**src/rtl/usb_tx_arbiter.sv**
```systemverilog
// usb_tx_arbiter
// Packet-granular round-robin arbiter that shares the single USB CDC-ACM
// transmit pipe between several byte-stream sources. A granted source keeps
// the pipe until it delivers a stop-marked beat, so packets never interleave.
// A stall timeout reclaims the pipe from a source that goes quiet mid-packet.
//
// Ports:
//   clk_48mhz     - USB clock, all logic on the rising edge
//   reset_n       - asynchronous active-low reset
//   req_data      - per-source bytes, source i in [8i+7:8i]
//   req_start     - per-source first-beat flag (forwarded, not checked)
//   req_stop      - per-source last-beat flag
//   req_valid     - per-source beat valid
//   req_ready     - per-source beat accepted (only the granted bit can be high)
//   out_data      - registered byte to usb_uart pipe_in
//   out_start     - registered start flag
//   out_stop      - registered stop flag
//   out_valid     - registered beat valid
//   out_ready     - downstream accept
//   grant         - one-hot current owner, zero when idle
//   busy          - pipe locked to a source
//   timeout_pulse - one-cycle strobe on a forced release
module usb_tx_arbiter #(
  parameter int N_SOURCES = 4,
  parameter int TIMEOUT   = 4800
) (
  input  logic                   clk_48mhz,
  input  logic                   reset_n,
  input  logic [N_SOURCES*8-1:0] req_data,
  input  logic [N_SOURCES-1:0]   req_start,
  input  logic [N_SOURCES-1:0]   req_stop,
  input  logic [N_SOURCES-1:0]   req_valid,
  output logic [N_SOURCES-1:0]   req_ready,
  output logic [7:0]             out_data,
  output logic                   out_start,
  output logic                   out_stop,
  output logic                   out_valid,
  input  logic                   out_ready,
  output logic [N_SOURCES-1:0]   grant,
  output logic                   busy,
  output logic                   timeout_pulse
);

  localparam int PW = $clog2(N_SOURCES);
  // A zero TIMEOUT disables the counter; keep it one bit wide so it still exists.
  localparam int CW = (TIMEOUT > 0) ? $clog2(TIMEOUT + 1) : 1;

  typedef enum logic {
    IDLE,
    LOCKED
  } state_t;

  state_t               state, state_next;
  logic [PW-1:0]        gidx, gidx_next;
  logic [PW-1:0]        last, last_next;
  logic [N_SOURCES-1:0] grant_next;
  logic [CW-1:0]        cnt, cnt_next;

  logic                 found;
  logic [PW-1:0]        pick;
  logic [PW-1:0]        cand;

  logic                 sel_valid;
  logic                 sel_start;
  logic                 sel_stop;
  logic [7:0]           sel_data;
  logic                 room;
  logic                 accept;
  logic                 stall_hit;

  // Beat offered by the current owner.
  assign sel_valid = req_valid[gidx];
  assign sel_start = req_start[gidx];
  assign sel_stop  = req_stop[gidx];
  assign sel_data  = req_data[gidx*8 +: 8];

  // The output register can take a beat when it is empty or being drained.
  assign room      = ~out_valid | out_ready;
  assign req_ready = (state == LOCKED) ? (grant & {N_SOURCES{room}}) : '0;
  assign accept    = (state == LOCKED) & sel_valid & room;
  assign busy      = (state == LOCKED);

  // The owner has been quiet for TIMEOUT consecutive cycles including this one.
  assign stall_hit = (TIMEOUT != 0) && (state == LOCKED) && !sel_valid &&
                     ((int'(cnt) + 1) == TIMEOUT);

  // Round-robin search starting just after the previous owner, so the source
  // that finished last has the lowest priority.
  always_comb begin
    found = 1'b0;
    pick  = '0;
    cand  = '0;
    for (int i = 1; i <= N_SOURCES; i++) begin
      cand = PW'((int'(last) + i) % N_SOURCES);
      if (!found && req_valid[cand]) begin
        found = 1'b1;
        pick  = cand;
      end
    end
  end

  always_comb begin
    state_next    = state;
    gidx_next     = gidx;
    last_next     = last;
    grant_next    = grant;
    cnt_next      = cnt;
    timeout_pulse = 1'b0;
    case (state)
      IDLE: begin
        cnt_next = '0;
        if (found) begin
          state_next       = LOCKED;
          gidx_next        = pick;
          grant_next       = '0;
          grant_next[pick] = 1'b1;
        end
      end
      LOCKED: begin
        if (sel_valid) begin
          cnt_next = '0;
        end else if ((TIMEOUT != 0) && (int'(cnt) < TIMEOUT)) begin
          cnt_next = cnt + CW'(1);
        end
        // Release on the stop beat itself; a stall releases without a stop beat
        // and lets any beat already in the output register drain on its own.
        if (accept && sel_stop) begin
          state_next = IDLE;
          last_next  = gidx;
          grant_next = '0;
          cnt_next   = '0;
        end else if (stall_hit) begin
          timeout_pulse = 1'b1;
          state_next    = IDLE;
          last_next     = gidx;
          grant_next    = '0;
          cnt_next      = '0;
        end
      end
      default: begin
        state_next = IDLE;
        grant_next = '0;
      end
    endcase
  end

  always_ff @(posedge clk_48mhz or negedge reset_n) begin
    if (!reset_n) begin
      state <= IDLE;
      gidx  <= '0;
      last  <= PW'(N_SOURCES - 1);
      grant <= '0;
      cnt   <= '0;
    end else begin
      state <= state_next;
      gidx  <= gidx_next;
      last  <= last_next;
      grant <= grant_next;
      cnt   <= cnt_next;
    end
  end

  // Output beat register
  always_ff @(posedge clk_48mhz or negedge reset_n) begin
    if (!reset_n) begin
      out_valid <= 1'b0;
      out_data  <= '0;
      out_start <= 1'b0;
      out_stop  <= 1'b0;
    end else if (accept) begin
      out_valid <= 1'b1;
      out_data  <= sel_data;
      out_start <= sel_start;
      out_stop  <= sel_stop;
    end else if (out_ready) begin
      out_valid <= 1'b0;
    end
  end

endmodule

```
**config.mk**
```make
export PLATFORM = sky130hd
export DESIGN_NAME = usb_tx_arbiter
export DESIGN_NICKNAME = d
export VERILOG_FILES = /design/src/rtl/usb_tx_arbiter.sv
export SDC_FILE = /design/constraint.sdc
export NUM_CORES = 1
export LEC_CHECK = 0
export ABC_AREA = 1
export CAP_MARGIN = 20
export CORE_ASPECT_RATIO = 1.5
export CORE_MARGIN = 2
export CORE_UTILIZATION = 57
export DETAILED_ROUTE_END_ITERATION = 10
export DONT_BUFFER_PORTS = 1
export GPL_ROUTABILITY_DRIVEN = 0
export HOLD_SLACK_MARGIN = 0.03
export PLACE_DENSITY = 0.75
export SYNTH_ARGS = -nofsm -noshare
export SYNTH_HDL_FRONTEND = slang
export SYNTH_SLANG_ARGS = --single-unit
```
**constraint.sdc**
```tcl
create_clock -name clk_48mhz -period 1.9 [get_ports clk_48mhz]
set_clock_uncertainty 0.15 [all_clocks]
set_input_delay 0.285 -clock clk_48mhz [delete_from_list [all_inputs] [get_ports clk_48mhz]]
set_output_delay 0.285 -clock clk_48mhz [all_outputs]
set_load 0.02 [all_outputs]
```
==> results.tsv <==
stage	metric	value	unit
status	status	complete, but fails checks	
status	failing checks	setup timing	
setup_path	slowest CP cell	dfrtp_1	
global_route	GR Util met2	50.6	%
route	via count	2454	
route	DRC Markers	0	
global_route	first-pass GRT wire length	9730	um
die	Die Span Y	81.4	um
setup_path	CP Launch Type	flip-flop	
die	Rows	28	
logic_synthesis	synth top area cells	dfrtp_1 34%, nand2_1 19%, nor2_1 6.9%	
setup_path	CP Max Fanout	6	
logic_synthesis	Post-Synthesis Cells	340	
setup_path	Worst Setup End Kind	output pin	
timing	final worst path period share	122	%
die	die width	55.6	um
global_route	GR peak layer	met2	
setup_path	Worst Reg-to-Reg Cells	12	
route	wire length per cell	14.8	um
setup_path	cell family with most CP delay	simple AND/OR/NAND/NOR gates	
route	post-route ant nets	0	
clock_network	Skew-Pair Late Insertion Delay	290	ps
clock_network	Clock Sinks	33	
final_layout	FILL cells	303	
global_route	GRT overflow	0	
route	First-pass DRT Iterations	4	
power_and_ir_drop	peak supply drop	0.00137	V
die	Ports	68	
placed_design	IO Port Bufs	0	
timing	RSZ-0062 raised after global routing	true	
clock_network	H-tree levels	2	
logic_synthesis	cell taking the most area after synthesis	dfrtp_1	
die	Core Area	0.00389	mm2
power_and_ir_drop	leak pwr	0.00141	uW
clock_network	Clock transition at path regs	70	ps
timing	smallest setup slack after layout	-414	ps
logic_synthesis	Synth cell types	31	
placed_design	HPWL after DPL	4480	um
timing	Worst Hold Slack	121	ps
global_route	initial antenna violation count	0	
final_layout	antenna diode count	0	
final_layout	Nets	432	
clock_network	clock buffer depth	2	
timing	achievable clock frequency	432	MHz
timing	count of endpoints failing setup in the final report	15	
logic_synthesis	register bit total from synthesis	33	
logic_synthesis	syn nets	389	
global_route	GR Util met3	3.18	%
setup_path	R2R Path Start	cnt[1]	
global_route	largest net degree at the start of global routing	34	
timing	Rel. slew slack	67.7	%
die	Starting Density	58.5	%
logic_synthesis	Netlist Area Pre-Place	0.00227	mm2
logic_synthesis	yosys warns	0	
logic_synthesis	share of the synthesized area in the top cell type	34.1	%
worst_hold_path	Hold Path Origin	req_data[3]	
power_and_ir_drop	PD cells	1450	mW/mm2
timing	Period minus WS final	2310	ps
global_route	met1 GRT Util	30.2	%
setup_path	CP Buf/Inv Count	2	
final_layout	final core utilization	74.5	%
route	Detailed Route WL	6330	um
logic_synthesis	part of the Yosys area used for sequential elements	36.4	%
final_layout	synth-to-layout area growth	27.3	%
final_layout	Finished Cell Area	0.00290	mm2
setup_path	CP Launch Point	cnt[1]	
setup_path	crit-path cells	buf_6 > nand2_4 > nor2_4 > nand3_2 > xor2_2 > inv_1 > nand4_1 > nor3_4	
clock_network	TritonCTS clock tree	built	
setup_path	critical path type	reg2out	
timing	final-report hold violation count	0	
clock_network	total CTS buffers	5	
logic_synthesis	Synth Area per Inst	6.69	um2
timing	worst-margin pin slew	483	ps
setup_path	critical path required time	1460	ps
placed_design	placed instance area	0.00254	mm2
final_layout	layout cells sized above 1	28.4	%
global_route	vias in the first global route	2207	
route	Starting DRT DRC Count	137	
worst_hold_path	worst hold-check path type	in2reg	
setup_path	worst stage delay on the critical path	380	ps
setup_path	Crit path depth	8	
route	vias per cell	5.72	
job	Max Cap Viol	0	
clock_network	clock root buffer master	clkbuf_8	
die	die area	0.00452	mm2
timing	Slew Limit Fails	0	
setup_path	CP Data Arrival Time	1880	ps
worst_hold_path	hold depth	4	
global_route	Total GRT Usage	27.3	%
final cells by class:
cell class              count  area (um2)  share of cell area (%)
multi-input cells         270        1450                    50.2
flip-flops and latches     33         832                    28.7
repair buffers             42         349                    12.1
inverters                  31         119                    4.10
clock buffers               5        68.8                    2.38
well taps                  45        56.3                    1.94
clock inverters             3        17.5                   0.605
repair_timing:
| item | in CTS | in global routing |
|---|---|---|
| endpoints found under the hold margin | 33 | 0 |
| resized for setup | 11 | 35 |
| buffers inserted | 6 | 3 |
| cloned | 0 | 2 |
| setup endpoints to repair | 17 | 19 |
| pin swaps | 5 | 13 |
| hold buffers | 2 | 0 |
through the flow:
stage                     worst slack [ps]  total power (uW)  instances  TNS, ps
after floorplan                       -106              2640        340     -106
after CTS                             -395              3850        424    -1770
after global placement               -81.4              3170        408     -264
after detailed placement              -127              3220        408    -1160
final                                 -414              4200        429    -2120
after global routing                  -519              4550        429    -4430
tightest hold or removal path, stage by stage:
cell and delay [ps]:
nor2_1 20, o22ai_1 110, nand2_1 70, nand2_1 50
Yosys cell counts (all sizes together):
library cell	count
inv	31
nor3b	1
xnor2	1
nor2	50
clkbuf	5
o21bai	1
nand3	20
o21ai	32
nand4	7
a31oi	2
o22ai	14
dfrtp	31
nand2	124
buf	3
nor3	3
nand3b	1
ha	2
a21oi	7
dfstp	2
xor2	3
sequential cells by signal (all words and copies together), names as in the netlist:
name / flops
grant: 4
cnt: 13
out_valid: 1
last: 2
out_stop: 1
gidx: 2
out_data: 8
busy: 1
out_start: 1
logic make-up (layout without fill, tap and decap cells):
| family | Yosys count | after routing | synth area share [%] |
|---|---|---|---|
| AOI/OAI and AO/OA | 56 | 56 | 13.5 |
| xor gates and xnor gates | 4 | 4 | 1.54 |
| adders and majority gates | 2 | 2 | 1.10 |
| buffers and inverters | 39 | 81 | 6.66 |
| DFF | 33 | 33 | 36.4 |
| and+or+nand+nor | 206 | 208 | 40.8 |
path summary, 6_finish.rpt:
check / end / slack [ps]
worst max-delay path: timeout_pulse / -410
worst min-delay path: out_data[3] / 120
worst max register to register: cnt[9] / -140
worst min register to register: last[1] / 400
max in group asynchronous: last[1] / 1040
min in group asynchronous: cnt[3] / 310
layer usage:
layer / part of all wire [%] / wire length (um)
met1: 38 / 2390
met2: 53 / 3360
met3: 5.4 / 340
met4: 3.9 / 247
met5: 0 / 0
power by group:
part           internal [uW]  total [uW]  switching [uW]
sequential               936        1320             380
combinational            896        2360            1460
clock                    253         522             269
total                   2080        4200            2110
cell usage in the layout (no fill, tap or decap), types with 7 or more instances in the layout:
cell,netlist,layout
a21oi_1,7,7
buf_4,1,35
dfrtp_1,31,28
inv_1,27,23
inv_2,4,7
nand2_1,114,107
nand2_2,9,15
nand3_1,17,14
nand4_1,7,7
nor2_1,42,40
o21ai_0,27,24
o22ai_1,14,14
No activity file was read; power rests on OpenSTA's default activity.
